### config.mk
export PLATFORM = sky130hd
export DESIGN_NAME = pool_pingpong_ctrl
export DESIGN_NICKNAME = d
export VERILOG_FILES = /design/src/rtl/pool_pingpong_ctrl.sv
export SDC_FILE = /design/constraint.sdc
export NUM_CORES = 1
export LEC_CHECK = 0
export CAP_MARGIN = 5
export CORE_MARGIN = 2
export CORE_UTILIZATION = 40
export DETAILED_ROUTE_END_ITERATION = 10
export GPL_ROUTABILITY_DRIVEN = 0
export GPL_TIMING_DRIVEN = 0
export PLACE_DENSITY = 0.55
export SLEW_MARGIN = 20
export SYNTH_ARGS = -nofsm -noshare
export SYNTH_HDL_FRONTEND = slang
export SYNTH_SLANG_ARGS = --single-unit
### constraint.sdc
create_clock -name clk -period 2.83 [get_ports clk]
set_clock_uncertainty 0.2 [all_clocks]
set_input_delay 0.283 -clock clk [delete_from_list [all_inputs] [get_ports clk]]
set_output_delay 0.283 -clock clk [all_outputs]
set_load 0.01 [all_outputs]
### src/rtl/pool_pingpong_ctrl.sv
// Ping-pong bank controller between a pooling engine (writer) and a consumer (reader).
// Two banks cycle EMPTY->FILL->FULL->DRAIN; frames are drained strictly in write order.
module pool_pingpong_ctrl #(
  parameter int FRAME_CNT_WIDTH = 8
) (
  input  logic                       clk,
  input  logic                       reset,
  input  logic                       layer_go,
  input  logic [FRAME_CNT_WIDTH-1:0] num_frames,
  input  logic                       pool_done,
  input  logic                       rd_done,
  output logic                       pool_start,
  output logic                       wr_bank,
  output logic                       frame_ready,
  output logic                       rd_bank,
  output logic                       busy,
  output logic                       layer_done,
  output logic                       err_proto
);

  typedef enum logic {S_IDLE, S_RUN} top_t;
  typedef enum logic [1:0] {B_EMPTY, B_FILL, B_FULL, B_DRAIN} bank_t;

  top_t                       state_q, state_d;
  bank_t                      bank_q [2];
  bank_t                      bank_d [2];
  logic [FRAME_CNT_WIDTH-1:0] num_q, num_d;
  logic [FRAME_CNT_WIDTH-1:0] wr_cnt_q, wr_cnt_d;
  logic [FRAME_CNT_WIDTH-1:0] rd_cnt_q, rd_cnt_d;
  logic                       rd_ptr_q, rd_ptr_d;
  logic                       pool_start_q, pool_start_d;
  logic                       wr_bank_q, wr_bank_d;
  logic                       frame_ready_q, frame_ready_d;
  logic                       rd_bank_q, rd_bank_d;
  logic                       busy_q, busy_d;
  logic                       layer_done_q, layer_done_d;
  logic                       err_q, err_d;

  logic fill_any;
  logic drain_any;
  logic oth;

  always_comb begin
    state_d       = state_q;
    bank_d        = bank_q;
    num_d         = num_q;
    wr_cnt_d      = wr_cnt_q;
    rd_cnt_d      = rd_cnt_q;
    rd_ptr_d      = rd_ptr_q;
    wr_bank_d     = wr_bank_q;
    rd_bank_d     = rd_bank_q;
    err_d         = err_q;
    layer_done_d  = 1'b0;

    fill_any  = (bank_q[0] == B_FILL)  || (bank_q[1] == B_FILL);
    drain_any = (bank_q[0] == B_DRAIN) || (bank_q[1] == B_DRAIN);
    oth       = ~wr_bank_q;

    case (state_q)
      S_IDLE: begin
        if (layer_go) begin
          err_d = 1'b0;
          if (num_frames == '0) begin
            layer_done_d = 1'b1;
          end else begin
            state_d   = S_RUN;
            num_d     = num_frames;
            bank_d[0] = B_FILL;
            bank_d[1] = B_EMPTY;
            wr_bank_d = 1'b0;
            rd_ptr_d  = 1'b0;
            rd_bank_d = 1'b0;
            wr_cnt_d  = '0;
            rd_cnt_d  = '0;
          end
        end
      end
      S_RUN: begin
        if (!drain_any && bank_q[rd_ptr_q] == B_FULL) begin
          bank_d[rd_ptr_q] = B_DRAIN;
          rd_bank_d        = rd_ptr_q;
        end
        // The filling bank is always wr_bank; completion frees the writer to claim the other bank.
        if (pool_done && fill_any) begin
          bank_d[wr_bank_q] = B_FULL;
          wr_cnt_d          = wr_cnt_q + 1'b1;
        end
        if ((!fill_any || pool_done) && wr_cnt_d != num_q && bank_q[oth] == B_EMPTY) begin
          bank_d[oth] = B_FILL;
          wr_bank_d   = oth;
        end
        if (rd_done && drain_any) begin
          bank_d[rd_ptr_q] = B_EMPTY;
          rd_cnt_d         = rd_cnt_q + 1'b1;
          rd_ptr_d         = ~rd_ptr_q;
          if (rd_cnt_d == num_q) begin
            state_d      = S_IDLE;
            bank_d[0]    = B_EMPTY;
            bank_d[1]    = B_EMPTY;
            layer_done_d = 1'b1;
          end
        end
      end
      default: state_d = S_IDLE;
    endcase

    if ((pool_done && !fill_any) || (rd_done && !drain_any)) begin
      err_d = 1'b1;
    end

    busy_d        = (state_d == S_RUN);
    pool_start_d  = (state_d == S_RUN) && ((bank_d[0] == B_FILL) || (bank_d[1] == B_FILL));
    frame_ready_d = (state_d == S_RUN) && ((bank_d[0] == B_DRAIN) || (bank_d[1] == B_DRAIN));
  end

  always_ff @(posedge clk or posedge reset) begin
    if (reset) begin
      state_q       <= S_IDLE;
      bank_q[0]     <= B_EMPTY;
      bank_q[1]     <= B_EMPTY;
      num_q         <= '0;
      wr_cnt_q      <= '0;
      rd_cnt_q      <= '0;
      rd_ptr_q      <= 1'b0;
      pool_start_q  <= 1'b0;
      wr_bank_q     <= 1'b0;
      frame_ready_q <= 1'b0;
      rd_bank_q     <= 1'b0;
      busy_q        <= 1'b0;
      layer_done_q  <= 1'b0;
      err_q         <= 1'b0;
    end else begin
      state_q       <= state_d;
      bank_q        <= bank_d;
      num_q         <= num_d;
      wr_cnt_q      <= wr_cnt_d;
      rd_cnt_q      <= rd_cnt_d;
      rd_ptr_q      <= rd_ptr_d;
      pool_start_q  <= pool_start_d;
      wr_bank_q     <= wr_bank_d;
      frame_ready_q <= frame_ready_d;
      rd_bank_q     <= rd_bank_d;
      busy_q        <= busy_d;
      layer_done_q  <= layer_done_d;
      err_q         <= err_d;
    end
  end

  assign pool_start  = pool_start_q;
  assign wr_bank     = wr_bank_q;
  assign frame_ready = frame_ready_q;
  assign rd_bank     = rd_bank_q;
  assign busy        = busy_q;
  assign layer_done  = layer_done_q;
  assign err_proto   = err_q;

endmodule

**After elaboration in Yosys (flattened, before gate mapping)**

Index checks and enable logic that the tools add are counted.

- Register bits: 36
- Bits of input ports: 13
- Output and inout bits: 7

- $add $sub $neg: 2
- Order comparisons: 6
- Eq/ne operators: 17
- Mux-type cells: 51
- Bitwise logic cells: 16
- Reductions and logical operators: 29

Operator list:

| cell | number |
|---|---|
| 2-to-1 mux 4 bit | 10 |
| 2-to-1 mux 8 bit | 5 |
| case mux 8 bit (2 select lines) | 2 |
| 2-to-1 mux 2 bit | 9 |
| adder 8 x 1 -> 8 bit, second input constant | 2 |
| 2-to-1 mux 1 bit | 16 |
| logical AND 1 bit | 12 |
| AND reduction 3 bit | 4 |
| equality test 2 bit, second input constant | 5 |
| case mux 1 bit (2 select lines) | 5 |
| equality test 2 x 1 -> 1 bit, second input constant | 4 |
| equality test 8 bit | 1 |
| logical NOT 8 bit | 1 |
| != test 2 x 1 -> 1 bit, second input constant | 4 |
| != test 8 bit | 1 |
| case mux 4 bit (2 select lines) | 1 |
| demux 2 bit (select 1 bit) | 3 |
| >= comparator 2 bit, second input constant | 3 |
| logical OR 1 bit | 6 |
| < comparator 2 x 1 -> 1 bit, second input constant | 3 |
| inverter 1 -> 2 bit | 3 |
| bitwise AND 2 bit | 2 |
| bitwise AND 4 bit | 1 |
| != test 2 bit, second input constant | 2 |
| 9 further kinds | 16 |

**Longest topological paths before layout**

- Word-level depth: 21
- Mapped depth: 9
- Gate-level depth less buffers: 9

**Least setup slack after synthesis**

Ideal clock, no wire load.

- Kind: register to register
- Start: register rd_cnt_q[2]
- End: register pool_start_q (netlist: pool_start)
- Arrival time: 2.256 ns
- Path slack: 0.279 ns
- Stages on the path, launching flop included: 9
- Path buffers: 0
- Period minus slack after synthesis: 2.551 ns
- Path through: dfrtp_1 nand3_4 or3_1 or3_1 a311o_1 a31oi_1 a21o_2 inv_2 o32ai_2

RTL lines:

| what | line | source |
|---|---|---|
| from (decl) | 29 | `logic [FRAME_CNT_WIDTH-1:0] rd_cnt_q, rd_cnt_d;` |
| from (signal assigned) | 137 | `rd_cnt_q <= rd_cnt_d;` |
| to (signal assigned) | 139 | `pool_start_q <= pool_start_d;` |
| to (decl) | 31 | `logic pool_start_q, pool_start_d;` |

==> Flow_metrics.wiki <==
{| class="wikitable"
! Metric !! Value
|-
| TritonCTS clock tree || built
|-
| Via density per instance || 5.504
|-
| Top FF cell, synth || dfrtp_1
|-
| Clock tree root driver cell || clkbuf_8
|-
| Net count after synthesis || 282
|-
| Worst max-slew margin expressed relative to the limit || 0.5657
|-
| Proportion of synthesized chip area in sequential cells || 0.3991
|-
| Core area || 5473 um^2
|-
| Number of buffer cells added on primary ports || 19
|-
| Worst IR drop on VDD || 0.5392 mV
|-
| Final setup viols || 0
|-
| Global route total overflow || 0
|-
| Average wire per cell in the routed design || 16.04 um
|-
| Number of different library cells in the post-synthesis netlist || 52
|-
| Flop and latch count out of synthesis || 36
|-
| Via count of the first global-routing pass || 1989
|-
| Data arrival time of the critical path || 2730 ps
|-
| Number of nets in the layout || 309
|-
| Reg power frac || 0.357
|-
| Max-cap viol count || 0
|-
| Post-synth EDFFs || 0
|-
| Pint || 0.001480 W
|-
| Synth async-reset ratio || 1.000
|-
| Pre-CTS setup slack || -376.2 ps
|-
| Final-report hold violation count || 0
|-
| Max Buffers Root-to-Sink || 2
|-
| Dpl hpwl || 4.287 mm
|-
| Setup_tns || 0 ps
|-
| Overall via count from detail_route || 2020
|-
| Layout cells sized above 1 || 0.08814
|-
| Clock-pin slew of the registers on the worst-case setup and hold paths || 80 ps
|-
| Area of the multi-input gates || 1304 um^2
|-
| Inserted Diodes || 0
|-
| Min-Delay Path Class || in2async
|-
| Number of antenna violations at the first check in global routing || 0
|-
| Capturing element type of the critical path || flip-flop
|-
| Die ar. || 6260 um^2
|-
| Clk pwr share || 0.152
|-
| Post-synthesis to final-layout area growth || 19.18%
|-
| Remaining routing DRC violations || 0
|-
| Detailed Routing Iterations Pass 1 || 4
|-
| Number of cell rows || 27
|-
| Least setup slack across all paths after layout || 101.4 ps
|-
| Cell Area, Placed || 2565 um^2
|-
| Count of hold buffers inserted by post-cts repair || 0
|-
| Warning count from the yosys run || 0
|-
| Total power draw || 0.002590 W
|-
| Combinational cell fraction of total power || 0.491
|-
| Maximum level of the CTS H-tree || 2
|-
| Maximum number of pins on one net before global-route repair || 21
|-
| Worst Max-Slew Pin Slew || 645.4 ps
|-
| Ports || 20
|-
| RSZ-0062 raised after global routing || true
|-
| Outcome || complete, no violations
|-
| Post-synthesis instance area || 2257 um^2
|-
| Gate Count Post-Synth || 267
|-
| Post-route fraction of the period consumed by the critical path || 0.9642
|-
| Initial Util || 0.4124
|-
| Iteration-0 DRC count of the detailed router || 117
|-
| Total power per unit cell area || 962.7 nW/um^2
|-
| Maximum clock frequency || 0.3665 GHz
|-
| Fin area || 2690 um^2
|-
| Area occupied by registers || 903.4 um^2
|-
| Class of the most critical setup path || reg2reg
|-
| Wire length of the first global-routing pass || 10.16 mm
|-
| Fraction of power spent switching nets || 0.4286
|-
| Final slew viol count || 0
|-
| Height of the chip || 79.12 um
|-
| Mean instance size in the synthesized netlist || 8.454 um^2
|-
| Post-layout minimum cycle time || 2729 ps
|-
| CTS buffer count || 5
|-
| Final wirelength || 5.888 mm
|-
| GRT Util Overall || 0.2101
|-
| Required time at the worst-slack endpoint || 2830 ps
|-
| Net Switching || 0.001110 W
|-
| Antenna viol nets, final || 0
|-
| Number of setup buffers added after CTS || 0
|-
| Die Width || 79.12 um
|-
| Leak Pwr || 1.112 nW
|-
| Number of inserted filler cells in the final layout || 581
|-
| Clk Latency, worst-skew pair || 290 ps
|-
| Maximum fanout along the worst path || 8
|-
| Clock net sink count || 36
|-
| Critical Path Source Type || flip-flop
|}
-- metrics by stage --
stage	instances	util	hold slack [ps]
after global placement	358	0.4636	280.5
after detailed placement	359	0.4687	291.4
after global routing	367	0.4915	139.7
after floorplan	267	-	188.4
final	367	0.4915	95.50
after CTS	367	0.4874	106.8
-- sequential cells by signal (all words and copies together) (netlist names), 4 cells and up --
register	cells
num_q	8
rd_cnt_q	8
bank_q	4
wr_cnt_q	8
-- cell usage in the layout (no fill, tap or decap), types with 3 or more instances in the layout --
cell             count
dfrtp_1             34
nor2_1              12
nand4_1              6
clkbuf_1            10
and2_1               3
a31oi_1              4
nor3_1               4
o211ai_1             4
o22ai_1              4
a22o_1               3
nor2b_1              6
clkbuf_8             6
and3_1               4
inv_1                8
a21oi_1             15
nand3_1              7
o21ai_0             23
xnor2_1             14
nand2_1             48
clkdlybuf4s50_1     19
xor2_1               7
nand2b_1             6
-- path summary, 6_finish.rpt --
path	startpoint	end	slack [ps]	cells after the start
worst min register to register	rd_bank$_DFFE_PP0P_	rd_bank$_DFFE_PP0P_	300	2
worst min-delay path	reset	num_q[1]$_DFFE_PP0P_	100	2
worst max register to register	rd_cnt_q[2]$_DFFE_PP0P_	pool_start$_DFF_PP0_	100	8
max in group asynchronous	reset	rd_cnt_q[2]$_DFFE_PP0P_	1900	3
min in group clk	rd_bank$_DFFE_PP0P_	rd_bank$_DFFE_PP0P_	300	2
worst max-delay path	rd_cnt_q[2]$_DFFE_PP0P_	pool_start$_DFF_PP0_	100	8
-- critical path: stages (launching register included) --
cell	delay, ps
dfrtp_2	450
nand3_4	150
or3_4	390
or3_1	380
a311o_2	440
a31oi_1	190
a21o_2	150
inv_2	40
o32ai_2	240
-- synthesized netlist by cell type, drive strengths merged, types with 4 or more instances --
cell type / count / area (um^2)
o22ai: 4 / 25.02
o211ai: 4 / 30.03
nor2: 12 / 45.04
clkbuf: 10 / 37.54
nor3: 4 / 20.02
a31oi: 4 / 25.02
inv: 10 / 37.53
xor2: 7 / 61.31
a21oi: 15 / 75.07
o21ai: 23 / 115.1
nand2b: 6 / 37.54
dfrtp: 36 / 900.9
nand3: 8 / 52.55
nor2b: 7 / 43.79
and3: 4 / 25.02
xnor2: 14 / 122.6
nand2: 49 / 183.9
nand4: 6 / 37.54
-- repair_timing --
item | in CTS | in global routing
cloned | 0 | 0
setup endpoints to repair | 2 | 5
pin swaps | 0 | 3
gates resized for setup | 3 | 7
-- cell type report --
| cell class | instances | share of cell area |
|---|---|---|
| clock inverters | 2 | 0.003721 |
| multi-input cells | 210 | 0.4847 |
| repair buffers | 20 | 0.08093 |
| well taps | 72 | 0.03349 |
| clock buffers | 6 | 0.03070 |
| inverters | 10 | 0.01395 |
| plain buffers | 11 | 0.01674 |
| flip-flops and latches | 36 | 0.3358 |
-- logic make-up after synthesis --
group | Yosys count | share of synthesized area
buffers and inverters | 21 | 0.03547
DFF | 36 | 0.3991
xor gates and xnor gates | 22 | 0.09146
muxes | 2 | 0.008870
AOI/OAI and AO/OA | 75 | 0.2167
adders and majority gates | 2 | 0.01108
and+or+nand+nor | 109 | 0.2373
-- power groups by stage --
stage / Sequential [W] / Combinational (W) / Clock, W
after detailed placement: 0.000928 / 0.00124 / 0
after floorplan: 0.000883 / 0.000934 / 0
after global placement: 0.000929 / 0.00123 / 0
final: 0.000923 / 0.00127 / 0.000394
after global routing: 0.000952 / 0.00144 / 0.000425
after CTS: 0.000921 / 0.00126 / 0.000405
-- routing by layer --
metal,GRT usage,share of wire
met5,0,0
met4,0.06552,0.018
met3,0.03864,0.043
met2,0.3254,0.43
met1,0.2973,0.50
Power figures use the tool's default switching activity.
